## src/rtl/nand_serial_comparator.sv

```systemverilog
// -----------------------------------------------------------------------------
// nand_serial_comparator
//
// Purpose:
//   Cascadable 1-bit magnitude-comparator slice built solely from NAND gates,
//   wrapped by a clocked engine that compares two N-bit operands MSB-first,
//   one bit per enabled cycle. The running greater/equal/less result is held
//   in registers and stays valid from the done pulse until the next start.
//
// Ports (top, nand_serial_comparator):
//   clk     in   rising-edge clock
//   rst     in   asynchronous, active-high reset
//   start   in   load cascade inputs into g/e/l and begin a comparison
//   en      in   consume the current (a,b) bit while busy
//   a, b    in   current operand bits, MSB first
//   agb_in  in   cascade-in: higher-order bits found A>B
//   aeb_in  in   cascade-in: higher-order bits equal
//   alb_in  in   cascade-in: higher-order bits found A<B
//   agb     out  combinational slice result A>B
//   aeb     out  combinational slice result A=B
//   alb     out  combinational slice result A<B
//   agb_q   out  registered serial result A>B
//   aeb_q   out  registered serial result A=B
//   alb_q   out  registered serial result A<B
//   busy    out  serial comparison in progress
//   done    out  one-cycle pulse after the Nth bit is consumed
//
// Also contains the NAND primitive library (nand2, nand3, nand_not, nand_and,
// nand_and_3in, nand_or, nand_xnor) and the slice (nand_cmp_slice).
// -----------------------------------------------------------------------------

// Leaf 2-input NAND.
module nand2 (
  input  logic a_i,
  input  logic b_i,
  output logic y_o
);
  assign y_o = ~(a_i & b_i);
endmodule

// Leaf 3-input NAND.
module nand3 (
  input  logic a_i,
  input  logic b_i,
  input  logic c_i,
  output logic y_o
);
  assign y_o = ~(a_i & b_i & c_i);
endmodule

// Inverter: NAND with both inputs tied together.
module nand_not (
  input  logic a_i,
  output logic y_o
);
  nand2 u_n (.a_i(a_i), .b_i(a_i), .y_o(y_o));
endmodule

// 2-input AND: NAND followed by a NAND inverter.
module nand_and (
  input  logic a_i,
  input  logic b_i,
  output logic y_o
);
  logic n;
  nand2    u_n   (.a_i(a_i), .b_i(b_i), .y_o(n));
  nand_not u_inv (.a_i(n),   .y_o(y_o));
endmodule

// 3-input AND: 3-input NAND followed by a NAND inverter.
module nand_and_3in (
  input  logic a_i,
  input  logic b_i,
  input  logic c_i,
  output logic y_o
);
  logic n;
  nand3    u_n   (.a_i(a_i), .b_i(b_i), .c_i(c_i), .y_o(n));
  nand_not u_inv (.a_i(n),   .y_o(y_o));
endmodule

// 2-input OR by De Morgan: NAND of the inverted inputs.
module nand_or (
  input  logic a_i,
  input  logic b_i,
  output logic y_o
);
  logic a_n;
  logic b_n;
  nand_not u_ia (.a_i(a_i), .y_o(a_n));
  nand_not u_ib (.a_i(b_i), .y_o(b_n));
  nand2    u_n  (.a_i(a_n), .b_i(b_n), .y_o(y_o));
endmodule

// XNOR: classic four-NAND XOR followed by a NAND inverter.
module nand_xnor (
  input  logic a_i,
  input  logic b_i,
  output logic y_o
);
  logic n1;
  logic n2;
  logic n3;
  logic x;
  nand2    u_n1  (.a_i(a_i), .b_i(b_i), .y_o(n1));
  nand2    u_n2  (.a_i(a_i), .b_i(n1),  .y_o(n2));
  nand2    u_n3  (.a_i(b_i), .b_i(n1),  .y_o(n3));
  nand2    u_n4  (.a_i(n2),  .b_i(n3),  .y_o(x));
  nand_not u_inv (.a_i(x),   .y_o(y_o));
endmodule

// One comparator slice. Cascade-in combinations pass straight through the
// equations; an illegal pair such as agb_in=alb_in=1 is not corrected.
module nand_cmp_slice (
  input  logic a_i,
  input  logic b_i,
  input  logic agb_in_i,
  input  logic aeb_in_i,
  input  logic alb_in_i,
  output logic agb_o,
  output logic aeb_o,
  output logic alb_o
);
  logic a_n;
  logic b_n;
  logic gt_term;
  logic lt_term;
  logic eq_bit;

  nand_not     u_not_a (.a_i(a_i), .y_o(a_n));
  nand_not     u_not_b (.a_i(b_i), .y_o(b_n));

  // A>B at this bit only counts if every higher bit was equal.
  nand_and_3in u_gt    (.a_i(a_i), .b_i(b_n), .c_i(aeb_in_i), .y_o(gt_term));
  nand_and_3in u_lt    (.a_i(a_n), .b_i(b_i), .c_i(aeb_in_i), .y_o(lt_term));

  nand_or      u_or_g  (.a_i(gt_term), .b_i(agb_in_i), .y_o(agb_o));
  nand_or      u_or_l  (.a_i(lt_term), .b_i(alb_in_i), .y_o(alb_o));

  nand_xnor    u_xnor  (.a_i(a_i),    .b_i(b_i),      .y_o(eq_bit));
  nand_and     u_and_e (.a_i(eq_bit), .b_i(aeb_in_i), .y_o(aeb_o));
endmodule

// Top level: combinational slice plus the serial engine.
module nand_serial_comparator #(
  parameter int N = 4
) (
  input  logic clk,
  input  logic rst,
  input  logic start,
  input  logic en,
  input  logic a,
  input  logic b,
  input  logic agb_in,
  input  logic aeb_in,
  input  logic alb_in,
  output logic agb,
  output logic aeb,
  output logic alb,
  output logic agb_q,
  output logic aeb_q,
  output logic alb_q,
  output logic busy,
  output logic done
);

  localparam int              CW       = (N < 1) ? 1 : $clog2(N + 1);
  localparam logic [CW-1:0]   CNT_LAST = CW'(N - 1);
  localparam logic [CW-1:0]   CNT_ONE  = CW'(1);

  typedef enum logic {
    ST_IDLE = 1'b0,
    ST_BUSY = 1'b1
  } state_e;

  state_e        state_q, state_d;
  logic          g_q, g_d;
  logic          e_q, e_d;
  logic          l_q, l_d;
  logic [CW-1:0] cnt_q, cnt_d;
  logic          done_q, done_d;

  // Serial next-bit result: the same slice with the registered running
  // result standing in for the cascade inputs.
  logic g_nxt;
  logic e_nxt;
  logic l_nxt;

  nand_cmp_slice u_slice (
    .a_i      (a),
    .b_i      (b),
    .agb_in_i (agb_in),
    .aeb_in_i (aeb_in),
    .alb_in_i (alb_in),
    .agb_o    (agb),
    .aeb_o    (aeb),
    .alb_o    (alb)
  );

  nand_cmp_slice u_serial_slice (
    .a_i      (a),
    .b_i      (b),
    .agb_in_i (g_q),
    .aeb_in_i (e_q),
    .alb_in_i (l_q),
    .agb_o    (g_nxt),
    .aeb_o    (e_nxt),
    .alb_o    (l_nxt)
  );

  // NOTE: every signal written here gets a default first, so no path through
  // the branches leaves one unassigned and no latch is inferred.
  always_comb begin
    state_d = state_q;
    g_d     = g_q;
    e_d     = e_q;
    l_d     = l_q;
    cnt_d   = cnt_q;
    done_d  = 1'b0;

    if (start) begin
      // start wins over en: nothing is consumed on a load cycle.
      g_d     = agb_in;
      e_d     = aeb_in;
      l_d     = alb_in;
      cnt_d   = '0;
      state_d = ST_BUSY;
    end else if (en && (state_q == ST_BUSY)) begin
      g_d   = g_nxt;
      e_d   = e_nxt;
      l_d   = l_nxt;
      cnt_d = cnt_q + CNT_ONE;
      if (cnt_q == CNT_LAST) begin
        state_d = ST_IDLE;
        done_d  = 1'b1;
      end
    end
  end

  // NOTE: state registers use non-blocking assignments so every flop samples
  // the pre-edge values and simulation matches the synthesized hardware.
  always_ff @(posedge clk or posedge rst) begin
    if (rst) begin
      state_q <= ST_IDLE;
      g_q     <= 1'b0;
      e_q     <= 1'b1;
      l_q     <= 1'b0;
      cnt_q   <= '0;
      done_q  <= 1'b0;
    end else begin
      state_q <= state_d;
      g_q     <= g_d;
      e_q     <= e_d;
      l_q     <= l_d;
      cnt_q   <= cnt_d;
      done_q  <= done_d;
    end
  end

  assign agb_q = g_q;
  assign aeb_q = e_q;
  assign alb_q = l_q;
  assign busy  = (state_q == ST_BUSY);
  assign done  = done_q;

endmodule

```

## config.mk

```make
export PLATFORM = sky130hd
export DESIGN_NAME = nand_serial_comparator
export DESIGN_NICKNAME = d
export VERILOG_FILES = /design/src/rtl/nand_serial_comparator.sv
export SDC_FILE = /design/constraint.sdc
export NUM_CORES = 1
export LEC_CHECK = 0
export CAP_MARGIN = 20
export CORE_AREA = 2 2 39 41
export CTS_CLUSTER_DIAMETER = 100
export CTS_CLUSTER_SIZE = 10
export DETAILED_ROUTE_END_ITERATION = 12
export DIE_AREA = 0 0 41 43
export PLACE_DENSITY = 0.64
export SETUP_SLACK_MARGIN = 0.05
export SKIP_LAST_GASP = 1
export SLEW_MARGIN = 20
export SYNTH_ARGS = -nofsm -noshare
export SYNTH_HDL_FRONTEND = slang
export SYNTH_SLANG_ARGS = --single-unit
```

## constraint.sdc

```tcl
create_clock -name clk -period 1.34 [get_ports clk]
set_input_delay 0.268 -clock clk [delete_from_list [all_inputs] [get_ports clk]]
set_output_delay 0.268 -clock clk [all_outputs]
set_load 0.005 [all_outputs]
```

==> flow_metrics.tcl <==
set metrics [dict create \
    status "finished clean" \
    peakVddDrop_uv 418 \
    critPathMaxFanout 2 \
    clockBufferDepth 2 \
    nNetsFinal 81 \
    rsz0062_at_grt "false" \
    cp.arrival_ns 0.97 \
    synth-xor-area-share 0 \
    finish.utilization 0.514 \
    cp.required_ns 1.07 \
    synth-main-ff-cell "dfrtp_1" \
    start_kind "flip-flop" \
    hold_class "in -> async" \
    crit_buf_inv 1 \
    routed_via_density 4.77 \
    end_kind "primary output" \
    startpoint "aeb_q" \
    vias 396 \
    hpwl_um 720 \
    postSynth.asyncResetShare 1.00 \
    power_density_mw_per_mm2 849 \
    synth.mux.area_fraction 0.0496 \
    fp.dieW_um 41 \
    syn_area_um2 454 \
    routed-wl-met3_um 52 \
    maxCapViolations 0 \
    ios 17 \
    synthAdderAreaFrac 0.110 \
    setup_viol 0 \
    port_buffers 16 \
    wire_per_inst_um 11.6 \
    ant_nets 0 \
    worst_pin_slew_ns 0.326 \
    max_freq_mhz 808 \
    grt_max_degree 9 \
    min_period_ns 1.24 \
    synth.ff_latch_count 8 \
    max-slew-margin-rel 0.782 \
    grtUsageTotal 0.140 \
    crit_family "flip-flops" \
    period_share 0.924 \
    power_w 0.000605 \
    synthCells 40 \
    pre_cts_ws_ns -0.616 \
    yosys.area_share.simple 0.105 \
    cts.clk_slew.worst_paths_ns 0.06 \
    path_class "reg -> out" \
    dr.max_layer_used "met4" \
    synth_top_area_frac 0.386 \
    start_util 0.328 \
    n_antenna_cell 0 \
    clk_latency_ns 0.26 \
    area_delta_synth_final_pct 56.7 \
    leakage_nw 0.357 \
    synth_warnings 0 \
    yosysSeqAreaShare 0.444 \
    drtIter0Drc 6 \
    slew_violations 0 \
    dieArea_mm2 0.00176 \
    post-route-drc-count 0 \
    instances_no_fill 83 \
    placedCellCount 77 \
    synth_area_per_cell_um2 11.4 \
    rows 14 \
    layout-drive-gt1-share 0.388 \
    synth.distinct_cells 20 \
    grt_pass1_vias 401 \
    syn_nets 53 \
    finClkSkew_ns 0.00525 \
    crit_chain "clkdlybuf4s15_1" \
    ff2ff_setup_slack_ns 0.13 \
    hold_viol 0 \
    drt-pass1-iter-count 4 \
    synth_commonest_cells "7 x dfrtp_1, 4 x ha_1, 4 x inv_1" \
    fin_setup_tns_ns 0 \
    cts_sinks 8 \
    finalWirelength_um 963 \
    cpMaxStageDelayCell "dfstp_2" \
    gp_congestion 0.642 \
    setup_slack_ns 0.102 \
    synth.area.top_cells "dfrtp_1 39%, ha_1 11%, dfstp_2 5.8%" \
    critPathMaxStageDelay_ns 0.53 \
    synth_top_family_by_area "compound AO/OA/AOI/OAI gates" \
    grt_pass1_wl_mm 1.60 \
    cts_max_level 1 \
    synth.most_common_cell "dfrtp_1" \
    synth_edf_count 0 \
    die_h_um 43 \
    antenna_found_initial 0 \
    m1WireLength_um 443 \
    core_area_mm2 0.00138 \
    cts_inserted_buffers 3 \
    worstReg2RegStart "cnt_q[0]" \
    cts_tree "yes" \
    routed-wl-met2_um 452 \
    synth-compound-area-share 0.212 \
    root_buffer "clkbuf_4" \
    yosys.area.top_type "dfrtp_1" \
    grt-ovfl-total 0 \
]
==> final cells by class <==
class | instances | area, um^2
Tap cell | 16 | 20.0
Timing Repair Buffer | 26 | 218
Inverter | 4 | 15.0
Fill cell | 128 | 672
Sequential cell | 8 | 201
Multi-Input combinational cell | 25 | 231
Clock buffer | 4 | 26.3
==> power by group <==
group | switching [W] | internal, W
Combinational | 0.0000504 | 0.0000833
Clock | 0.0000895 | 0.000114
Sequential | 0.00000746 | 0.000260
Total | 0.000147 | 0.000457
==> logic make-up (layout without fill, tap and decap cells) <==
group | Yosys count | after routing
adder cells (fa/ha/maj) | 4 | 4
AND/OR/NAND/NOR | 7 | 7
AO/OA/AOI/OAI | 12 | 12
buffers and inverters | 7 | 34
multiplexers | 2 | 2
flip-flops | 8 | 8
==> flip-flops by register name, summed over array words and instances (netlist names) <==
register / flops
busy: 1
cnt_q: 3
done: 1
aeb_q: 1
agb_q: 1
alb_q: 1
==> path summary, 6_finish.rpt <==
path                       endpoint  depth (start not counted)
max                           aeb_q                          1
min                        cnt_q[1]                          2
max reg2reg                cnt_q[2]                          3
min reg2reg                cnt_q[0]                          2
max in group asynchronous     aeb_q                          2
min in group clk              agb_q                          2
==> per-layer routing <==
layer | vias to the layer above | GRT usage
met4 | 0 | 0.100
met2 | 12 | 0.209
met3 | 2 | 0.0471
met1 | 182 | 0.156
met5 | - | 0
li1 | 200 | -
==> cells in the final DEF, fill, tap and decap left out, types with 2 or more instances in the layout <==
cell type         n
buf_4            11
ha_1              2
inv_1             3
clkdlybuf4s15_1   3
nand3b_1          2
a21bo_2           2
dlygate4sd2_1     6
mux2_2            2
dfrtp_1           7
clkbuf_4          3
a21oi_1           3
clkdlybuf4s50_1   3
a21o_1            3
==> repair_timing <==
| item | in CTS | in global routing |
|---|---|---|
| gates resized for setup | 17 | 12 |
| hold buffers | 0 | 0 |
| setup endpoints to repair | 10 | 3 |
| setup buffers | 2 | 0 |
| pin swaps | 1 | 0 |
==> through the flow <==
stage	hold slack [ns]	cell area [um^2]
2_1_floorplan	0.0829	454
3_3_place_gp	0.536	673
3_5_place_dp	0.551	673
4_1_cts	0.271	699
5_1_grt	0.300	712
6_report	0.266	712
Power figures use the tool's default switching activity.
